==> config.mk <==
export PLATFORM = sky130hd
export DESIGN_NAME = serial_parity_rx
export DESIGN_NICKNAME = d
export VERILOG_FILES = /design/src/rtl/serial_parity_pkg.sv /design/src/rtl/serial_parity_rx_parity_calc9.sv /design/src/rtl/serial_parity_rx.sv
export SDC_FILE = /design/constraint.sdc
export NUM_CORES = 1
export LEC_CHECK = 0
export BUFFER_PORTS_ARGS = -buffer_cell sky130_fd_sc_hd__buf_2
export CELL_PAD_IN_SITES_DETAIL_PLACEMENT = 1
export CELL_PAD_IN_SITES_GLOBAL_PLACEMENT = 2
export CORE_MARGIN = 2
export CORE_UTILIZATION = 25
export DETAILED_ROUTE_END_ITERATION = 12
export GPL_TIMING_DRIVEN = 0
export PLACE_DENSITY = 0.58
export SLEW_MARGIN = 30
export SYNTH_ARGS = -nofsm -noshare
export SYNTH_HDL_FRONTEND = slang
export SYNTH_HIERARCHICAL = 1
export SYNTH_SLANG_ARGS = --single-unit
==> constraint.sdc <==
create_clock -name clk -period 1.5 [get_ports clk]
set_input_delay 0.15 -clock clk [delete_from_list [all_inputs] [get_ports clk]]
set_output_delay 0.15 -clock clk [all_outputs]
set_load 0.02 [all_outputs]
==> src/rtl/serial_parity_pkg.sv <==
// serial_parity_pkg: shared constants and state encoding for the 9-bit parity receiver.
package serial_parity_pkg;
    localparam int DATA_W     = 8;
    localparam int FRAME_BITS = 11;
    typedef enum logic [1:0] {IDLE, DATA, PARITY, STOP} state_t;
endpackage

==> src/rtl/serial_parity_rx_parity_calc9.sv <==
// parity_calc9: balanced XOR tree over 8 data bits plus the parity bit.
// o_even_err is the error flag for even parity, o_odd_err for odd parity.
module parity_calc9 (
    input  logic [7:0] i_data,
    input  logic       i_par,
    output logic       o_even_err,
    output logic       o_odd_err
);
    logic [3:0] w_p;
    logic [1:0] w_q;
    logic       w_r;

    assign w_p = {i_data[7] ^ i_data[6], i_data[5] ^ i_data[4], i_data[3] ^ i_data[2], i_data[1] ^ i_data[0]};
    assign w_q = {w_p[3] ^ w_p[2], w_p[1] ^ w_p[0]};
    assign w_r = w_q[1] ^ w_q[0];
    assign o_even_err = w_r ^ i_par;
    assign o_odd_err  = w_r ~^ i_par;
endmodule

==> src/rtl/serial_parity_rx.sv <==
// serial_parity_rx: start/8 data/parity/stop deserialiser with parity and framing checks,
// presenting each byte on a valid/ready port that holds until accepted.
module serial_parity_rx #(
    parameter bit ODD_PARITY = 1'b0,
    parameter int DATA_W     = 8
) (
    input  logic              clk,
    input  logic              rst_n,
    input  logic              bit_en,
    input  logic              rx_in,
    output logic [DATA_W-1:0] out_data,
    output logic              out_valid,
    input  logic              out_ready,
    output logic              out_perr,
    output logic              out_ferr,
    output logic              overrun,
    output logic              busy
);
    import serial_parity_pkg::*;

    state_t            r_state, w_next;
    logic [2:0]        r_cnt;
    logic [DATA_W-1:0] r_shift;
    logic              r_par;
    logic              w_even_err, w_odd_err, w_perr, w_done, w_load;

    parity_calc9 u_par (
        .i_data     (r_shift),
        .i_par      (r_par),
        .o_even_err (w_even_err),
        .o_odd_err  (w_odd_err)
    );

    assign w_perr = ODD_PARITY ? w_odd_err : w_even_err;
    assign w_done = bit_en && (r_state == STOP);
    // A held byte blocks the new one unless it is being accepted this very cycle.
    assign w_load = w_done && (!out_valid || out_ready);
    assign busy   = r_state != IDLE;

    always_comb begin
        w_next = r_state;
        if (bit_en)
            case (r_state)
                IDLE:    w_next = rx_in ? IDLE : DATA;
                DATA:    w_next = (r_cnt == 3'(DATA_W - 1)) ? PARITY : DATA;
                PARITY:  w_next = STOP;
                default: w_next = IDLE;
            endcase
    end

    always_ff @(posedge clk or negedge rst_n)
        if (!rst_n) r_state <= IDLE;
        else        r_state <= w_next;

    always_ff @(posedge clk or negedge rst_n) begin
        if (!rst_n) begin
            r_cnt     <= '0;
            r_shift   <= '0;
            r_par     <= 1'b0;
            out_data  <= '0;
            out_valid <= 1'b0;
            out_perr  <= 1'b0;
            out_ferr  <= 1'b0;
            overrun   <= 1'b0;
        end else begin
            if (bit_en && r_state == IDLE) r_cnt <= '0;
            if (bit_en && r_state == DATA) begin
                r_shift[r_cnt] <= rx_in;
                r_cnt          <= r_cnt + 3'd1;
            end
            if (bit_en && r_state == PARITY) r_par <= rx_in;
            overrun <= w_done && out_valid && !out_ready;
            if (w_load) begin
                out_data  <= r_shift;
                out_perr  <= w_perr;
                out_ferr  <= !rx_in;
                out_valid <= 1'b1;
            end else if (out_ready) begin
                out_valid <= 1'b0;
            end
        end
    end
endmodule

==> results of run 1 <==
registers in the layout, summed over array words and instances (netlist names):
name and cells:
out_data 8, r_shift 8, r_cnt 3, r_state 2, out_ferr 1, out_perr 1, out_valid 1, overrun 1
r_par 1
area by class of cell:
| cell class | instances | area [µm²] |
|---|---|---|
| timing repair buffer | 17 | 90.1 |
| sequential | 26 | 651 |
| inverter | 1 | 3.75 |
| fill | 538 | 3270 |
| clock buffer | 4 | 55.1 |
| buffer | 6 | 60.1 |
| multi-input combinational | 64 | 541 |
| tap | 67 | 83.8 |
placed cells by master (no fill, tap or decap):
cell           instances
inv_1                  1
or2_2                  1
ha_1                   2
buf_8                  1
clkbuf_8               4
nand2b_1               2
nor3b_2                2
xor2_2                 1
buf_4                  3
buf_6                  2
o31ai_1                1
nor2b_1                1
xnor3_1                1
o21ai_0                8
nor2_1                 2
xnor2_1                3
nand3b_1               3
dfrtp_1               26
nor3_1                 1
and4bb_4               1
mux2_2                14
dlygate4sd3_1          1
nand4b_4               1
mux2_1                 2
nand3_1                3
a21o_2                 1
nand2_1               11
xor2_1                 2
mux2_4                 1
buf_2                 16
report_power, final:
part           internal [W]  total (W)  switching, W
clock              0.000234   0.000439      0.000204
combinational      0.000629    0.00116      0.000536
sequential         0.000937    0.00112      0.000179
worst max-delay path by stage:
stage                     from       end  slack [ps]  cells after the start
global placement    r_shift[3]  out_perr         -80                      4
global route        r_shift[0]  out_perr        -100                      4
CTS                      r_par  out_perr         -80                      4
finish              r_shift[0]  out_perr         -40                      4
detailed placement  r_shift[3]  out_perr         -40                      4
floorplan           r_shift[3]  out_perr          50                      4
per-stage QoR:
stage                     instances   util  hold WS (ps)  setup TNS, ps
final                           185  0.312           165          -38.8
after global routing            185  0.312           154           -129
after CTS                       185  0.308           156          -80.2
after detailed placement        180  0.294           186          -37.2
after global placement          180  0.294           187          -76.0
after floorplan                  97      -          -146              0
repair_timing:
action / 4_1_cts / 5_1_grt
gates resized for setup: 0 / 4
endpoints found under the hold margin: 26 / 0
hold buffers: 1 / 0
endpoints found under the setup margin: 1 / 7
pin swaps: 3 / 2
per-layer routing:
layer / GRT usage / up-vias / routed length, µm / share of wire
met4: 0.0298 / 0 / 34 / 0.016
met2: 0.129 / 14 / 1060 / 0.48
li1: - / 374 / - / -
met5: 0 / - / 0 / 0
met3: 0.0163 / 4 / 55 / 0.025
met1: 0.122 / 376 / 1030 / 0.47
worst max-delay path, delay by kind of cell (launching register included):
| kind | cells | cell delay (ps) |
|---|---|---|
| mux | 1 | 250 |
| flops | 1 | 420 |
| xor+xnor | 3 | 750 |
==> impl_summary.txt, run 1 <==
----------------------------------------------------
[Run status]
  Run status ... finished, violations left
  Failing checks ... setup timing

[GRT]
  Number of global-route vias before repair ... 670
  Initial antenna violation count ... 0
  Global Route Usage Sum ... 0.0852
  Maximum number of pins on one net before global-route repair ... 27
  First-pass GRT wire length ... 3530 µm
  Global route overflow ... 0

[Die]
  Area enclosed by the die boundary ... 5510 µm²
  IO Pins ... 18
  Placement Rows ... 25
  Effective utilization at floorplan ... 0.259
  Y dimension of the die ... 74.2 µm
  Floorplan core area ... 4750 µm²
  Chip width ... 74.2 µm

[STA]
  Top achievable clock speed ... 0.650 GHz
  Final Max Slew Viols ... 0
  Post-layout minimum cycle time ... 1540 ps
  Least-Margin Pin Slew ... 582 ps
  Final setup violating endpoints ... 1
  Final Worst Setup Slack ... -38.8 ps
  Max-slew headroom ... 0.612
  Unrepaired setup endpoints after global routing ... true
  Final worst-path cycle share ... 1.03
  Setup skew after layout ... 1.33 ps
  Final Hold Viols ... 0

[Cells and area]
  Layout cell share with drive strength beyond 1 ... 0.407
  Total non-filler cell area in the finished layout ... 1480 µm²
  Count of antenna diodes in the layout ... 0
  Synth-to-Final Area Change ... 20.3%
  Final #Nets ... 126

[Placed design]
  Count of buffers inserted at the top-level ports ... 16
  Weighted congestion reported at the end of routability-driven placement ... 0.681
  Dpl cell area ... 1400 µm²
  Post-detailed-placement half-perimeter wirelength ... 1580 µm
  Placement Setup Slack ... -37.2 ps

[Yosys]
  Synthesized area per cell ... 12.7 µm²
  Yosys Warn Count ... 6
  Gate count of the mapped netlist ... 97
  Post-synthesis cell area ... 1230 µm²
  Net Count, Synth ... 104

[Setup path]
  Worst Path Max Fanout ... 3
  Kind of critical path ... reg2reg
  Library cell contributing the largest single delay on the critical path ... xnor3_1
  Largest incremental delay on the critical path ... 440 ps
  Launch point of the worst reg-to-reg path ... r_shift[0]
  Register-to-register setup slack ... -40 ps
  Arrival time of data at the critical path endpoint ... 1690 ps
  Endpoint of the worst-slack reg-to-reg timing path ... out_perr
  R2R depth ... 4
  Element type at the critical path start ... flop
  Type of element capturing the critical path ... flop
  Worst EP required ... 1650 ps
  Ordered cell list for the critical path ... xor2_2 > xnor3_1 > xor2_1 > mux2_4

[Min path]
  Hold Crit Class ... in2reg
  Source of the worst hold timing path ... out_ready
  Worst Hold Endpoint ... overrun
  Hold Path Cell Cnt ... 3

[Power]
  Total Power Consumption ... 0.00272 W
  Worst-case vdd ir drop ... 0.551 mV
  Power density normalized to cell area ... 1830 nW/µm²
  Static leakage power ... 0.722 nW

[Detailed routing]
  Via count ... 768
  Final antenna-violating net count ... 0
  Remaining design rule violation count ... 0
  Average vias per placed instance ... 4.15
  Number of violations reported at the end of detailed-routing iteration 0 ... 14
  Average wire per standard cell ... 11.8 µm
  First-pass iteration count of the detailed router ... 4
  Drt total wl ... 2180 µm

[Clock network]
  Largest buffer count on any clock path ... 2
  Clock tree from TritonCTS ... done
  Clk Latency, worst-skew pair ... 260 ps
  Reg clk slew, reported paths ... 80 ps
  Clock tree sinks ... 26
  CTS H-tree lvls ... 1
  CTS Buf Count ... 3
  Clock tree root driver cell ... clkbuf_8
  Setup repair bufs after CTS ... 0

[Job]
  Max-cap violations ... 0

----------------------------------------------------
(Power assumes the default switching activity.)
==> run 2, diff against run 1 <==
--- a/config.mk
+++ b/config.mk
@@ -8,6 +8,7 @@
 export BUFFER_PORTS_ARGS = -buffer_cell sky130_fd_sc_hd__buf_2
 export CELL_PAD_IN_SITES_DETAIL_PLACEMENT = 1
 export CELL_PAD_IN_SITES_GLOBAL_PLACEMENT = 2
+export CORE_ASPECT_RATIO = 1.5
 export CORE_MARGIN = 2
 export CORE_UTILIZATION = 25
 export DETAILED_ROUTE_END_ITERATION = 12
==> run 2 against run 1 <==
Compared with the run above:
- the flow still finishes with violations (setup timing)
- utilization decreased by 0.57 points
- worst hold slack got worse by 5.1 ps
- wire length increased by 1.9%
- critical path depth unchanged
==> impl_summary.txt, run 2 (synthesized netlist as in run 1, its figures left out) <==
----------------------------------------------------
[Clock network]
  Largest buffer count on any clock path ... 2
  Clock tree from TritonCTS ... done
  CTS Buf Count ... 3
  Setup repair bufs after CTS ... 0
  Clk Latency, worst-skew pair ... 260 ps
  CTS H-tree lvls ... 1
  Clock tree sinks ... 26
  Clock tree root driver cell ... clkbuf_8
  Reg clk slew, reported paths ... 90 ps

[Detailed routing]
  Via count ... 767
  Average vias per placed instance ... 4.17
  Average wire per standard cell ... 12.1 µm
  Number of violations reported at the end of detailed-routing iteration 0 ... 29
  Final antenna-violating net count ... 0
  First-pass iteration count of the detailed router ... 4
  Drt total wl ... 2220 µm
  Remaining design rule violation count ... 0

[GRT]
  Number of global-route vias before repair ... 785
  Initial antenna violation count ... 0
  First-pass GRT wire length ... 3710 µm
  Maximum number of pins on one net before global-route repair ... 27
  Global route overflow ... 0
  Global Route Usage Sum ... 0.0884

[Cells and area]
  Most frequent cells in the layout ... 26 x dfrtp_1, 16 x buf_2, 15 x mux2_2
  Leading registers by flop count ... out_data x8, r_shift x8, r_cnt x3
  Layout cell share with drive strength beyond 1 ... 0.398
  Count of antenna diodes in the layout ... 0
  Most common library cell in the layout ignoring fill and taps ... dfrtp_1
  Filler cell count ... 558
  Total area of multi-input combinational cells ... 532 µm²
  Storage element area ... 651 µm²
  Final #Nets ... 126
  Synth-to-Final Area Change ... 19.5%
  Total non-filler cell area in the finished layout ... 1470 µm²

[Die]
  Chip width ... 61.4 µm
  Placement Rows ... 31
  Effective utilization at floorplan ... 0.257
  IO Pins ... 18
  Y dimension of the die ... 90.0 µm
  Floorplan core area ... 4810 µm²
  Area enclosed by the die boundary ... 5520 µm²

[Placed design]
  Dpl cell area ... 1400 µm²
  Weighted congestion reported at the end of routability-driven placement ... 0.635
  Count of buffers inserted at the top-level ports ... 16
  Post-detailed-placement half-perimeter wirelength ... 1650 µm

[Setup path]
  Worst Path Max Fanout ... 3
  Register-to-register setup slack ... -40 ps
  Library cell contributing the largest single delay on the critical path ... xnor3_1
  Kind of critical path ... reg2reg
  Worst EP required ... 1660 ps
  Type of element capturing the critical path ... flop
  Element type at the critical path start ... flop
  Largest incremental delay on the critical path ... 430 ps
  Cell with the most instances on the worst path ... xor2_1
  Ordered cell list for the critical path ... xor2_1 > xnor3_1 > xor2_1 > mux2_2
  Arrival time of data at the critical path endpoint ... 1690 ps
  Category of cells accounting for the largest share of critical-path delay ... XOR/XNOR gates
  Number of buffer and inverter stages on the critical path ... 0

[STA]
  Unrepaired setup endpoints after global routing ... true
  Least-Margin Pin Slew ... 587 ps
  Top achievable clock speed ... 0.650 GHz
  Final Hold Viols ... 0
  Final worst-path cycle share ... 1.03
  Post-layout minimum cycle time ... 1540 ps
  Final Max Slew Viols ... 0
  TNS Setup ... -37.9 ps
  Final setup violating endpoints ... 1
  Final Worst Setup Slack ... -37.9 ps
  Setup skew after layout ... 2.50 ps
  Max-slew headroom ... 0.609

[Power]
  Static leakage power ... 0.723 nW
  Worst-case vdd ir drop ... 0.476 mV
  Power density normalized to cell area ... 1840 nW/µm²

[Min path]
  Hold Crit Class ... in2reg

[Run status]
  Run status ... finished, violations left
  Failing checks ... setup timing

[Job]
  Max-cap violations ... 0

----------------------------------------------------
run 2: cell types whose count changed in the layout (fill, tap and decap cells not counted):
cell / change
mux2_2: +1
mux2_4: -1
nor3b_1: +1
nor3b_2: -1
xnor2_1: -1
xnor2_2: +1
xor2_1: +1
xor2_2: -1
run 2: worst reg2reg max path: cells and delay by family (launching register included):
| family | cells | cell delay [ps] |
|---|---|---|
| xor gates and xnor gates | 3 | 770 |
| DFF | 1 | 410 |
| muxes | 1 | 260 |
run 2: final timing paths:
check,startpoint,end,cells past startpoint
min in group asynchronous,rst_n,overrun,2
setup reg to reg,r_shift[3],out_perr,4
max in group asynchronous,rst_n,r_shift[7],2
setup / recovery,r_shift[3],out_perr,4
hold reg to reg,out_perr,out_perr,1
hold / removal,out_ready,overrun,3
run 2: repair_timing:
item / 4_1_cts / 5_1_grt
hold buffers: 1 / 0
endpoints found under the setup margin: 1 / 2
hold endpoints to repair: 26 / 0
gates resized for setup: 1 / 1
run 2: through the flow:
stage / utilization / cells / hold slack [ps] / total power (W) / worst slack [ps]
final: 0.306 / 184 / 160 / 0.00272 / -37.9
after global placement: 0.290 / 179 / 189 / 0.00225 / -39.3
after detailed placement: 0.290 / 179 / 194 / 0.00228 / -41.7
after floorplan: - / 97 / -146 / 0.00200 / 47.7
after global routing: 0.306 / 184 / 185 / 0.00291 / -82.1
after CTS: 0.305 / 184 / 155 / 0.00277 / -45.5
run 2: area by class of cell:
| cell class | instances | area share |
|---|---|---|
| multi-input cells | 64 | 0.361 |
| well taps | 66 | 0.0560 |
| flip-flops and latches | 26 | 0.441 |
| clock buffers | 4 | 0.0374 |
| inverters | 1 | 0.00255 |
| plain buffers | 6 | 0.0407 |
| repair buffers | 17 | 0.0611 |
run 2: report_power, final:
| part | internal (W) | leakage, nW | switching [W] |
|---|---|---|---|
| logic | 0.000629 | 0.354 | 0.000529 |
| registers | 0.000937 | 0.340 | 0.000177 |
| clock network | 0.000234 | 0.0288 | 0.000210 |
run 2: metal layers:
layer / routed length [µm] / track usage / up-vias
li1: - / - / 372
met1: 904 / 0.106 / 385
met2: 1250 / 0.151 / 8
met3: 31 / 0.0129 / 2
met4: 34 / 0.0372 / 0
met5: 0 / 0 / -
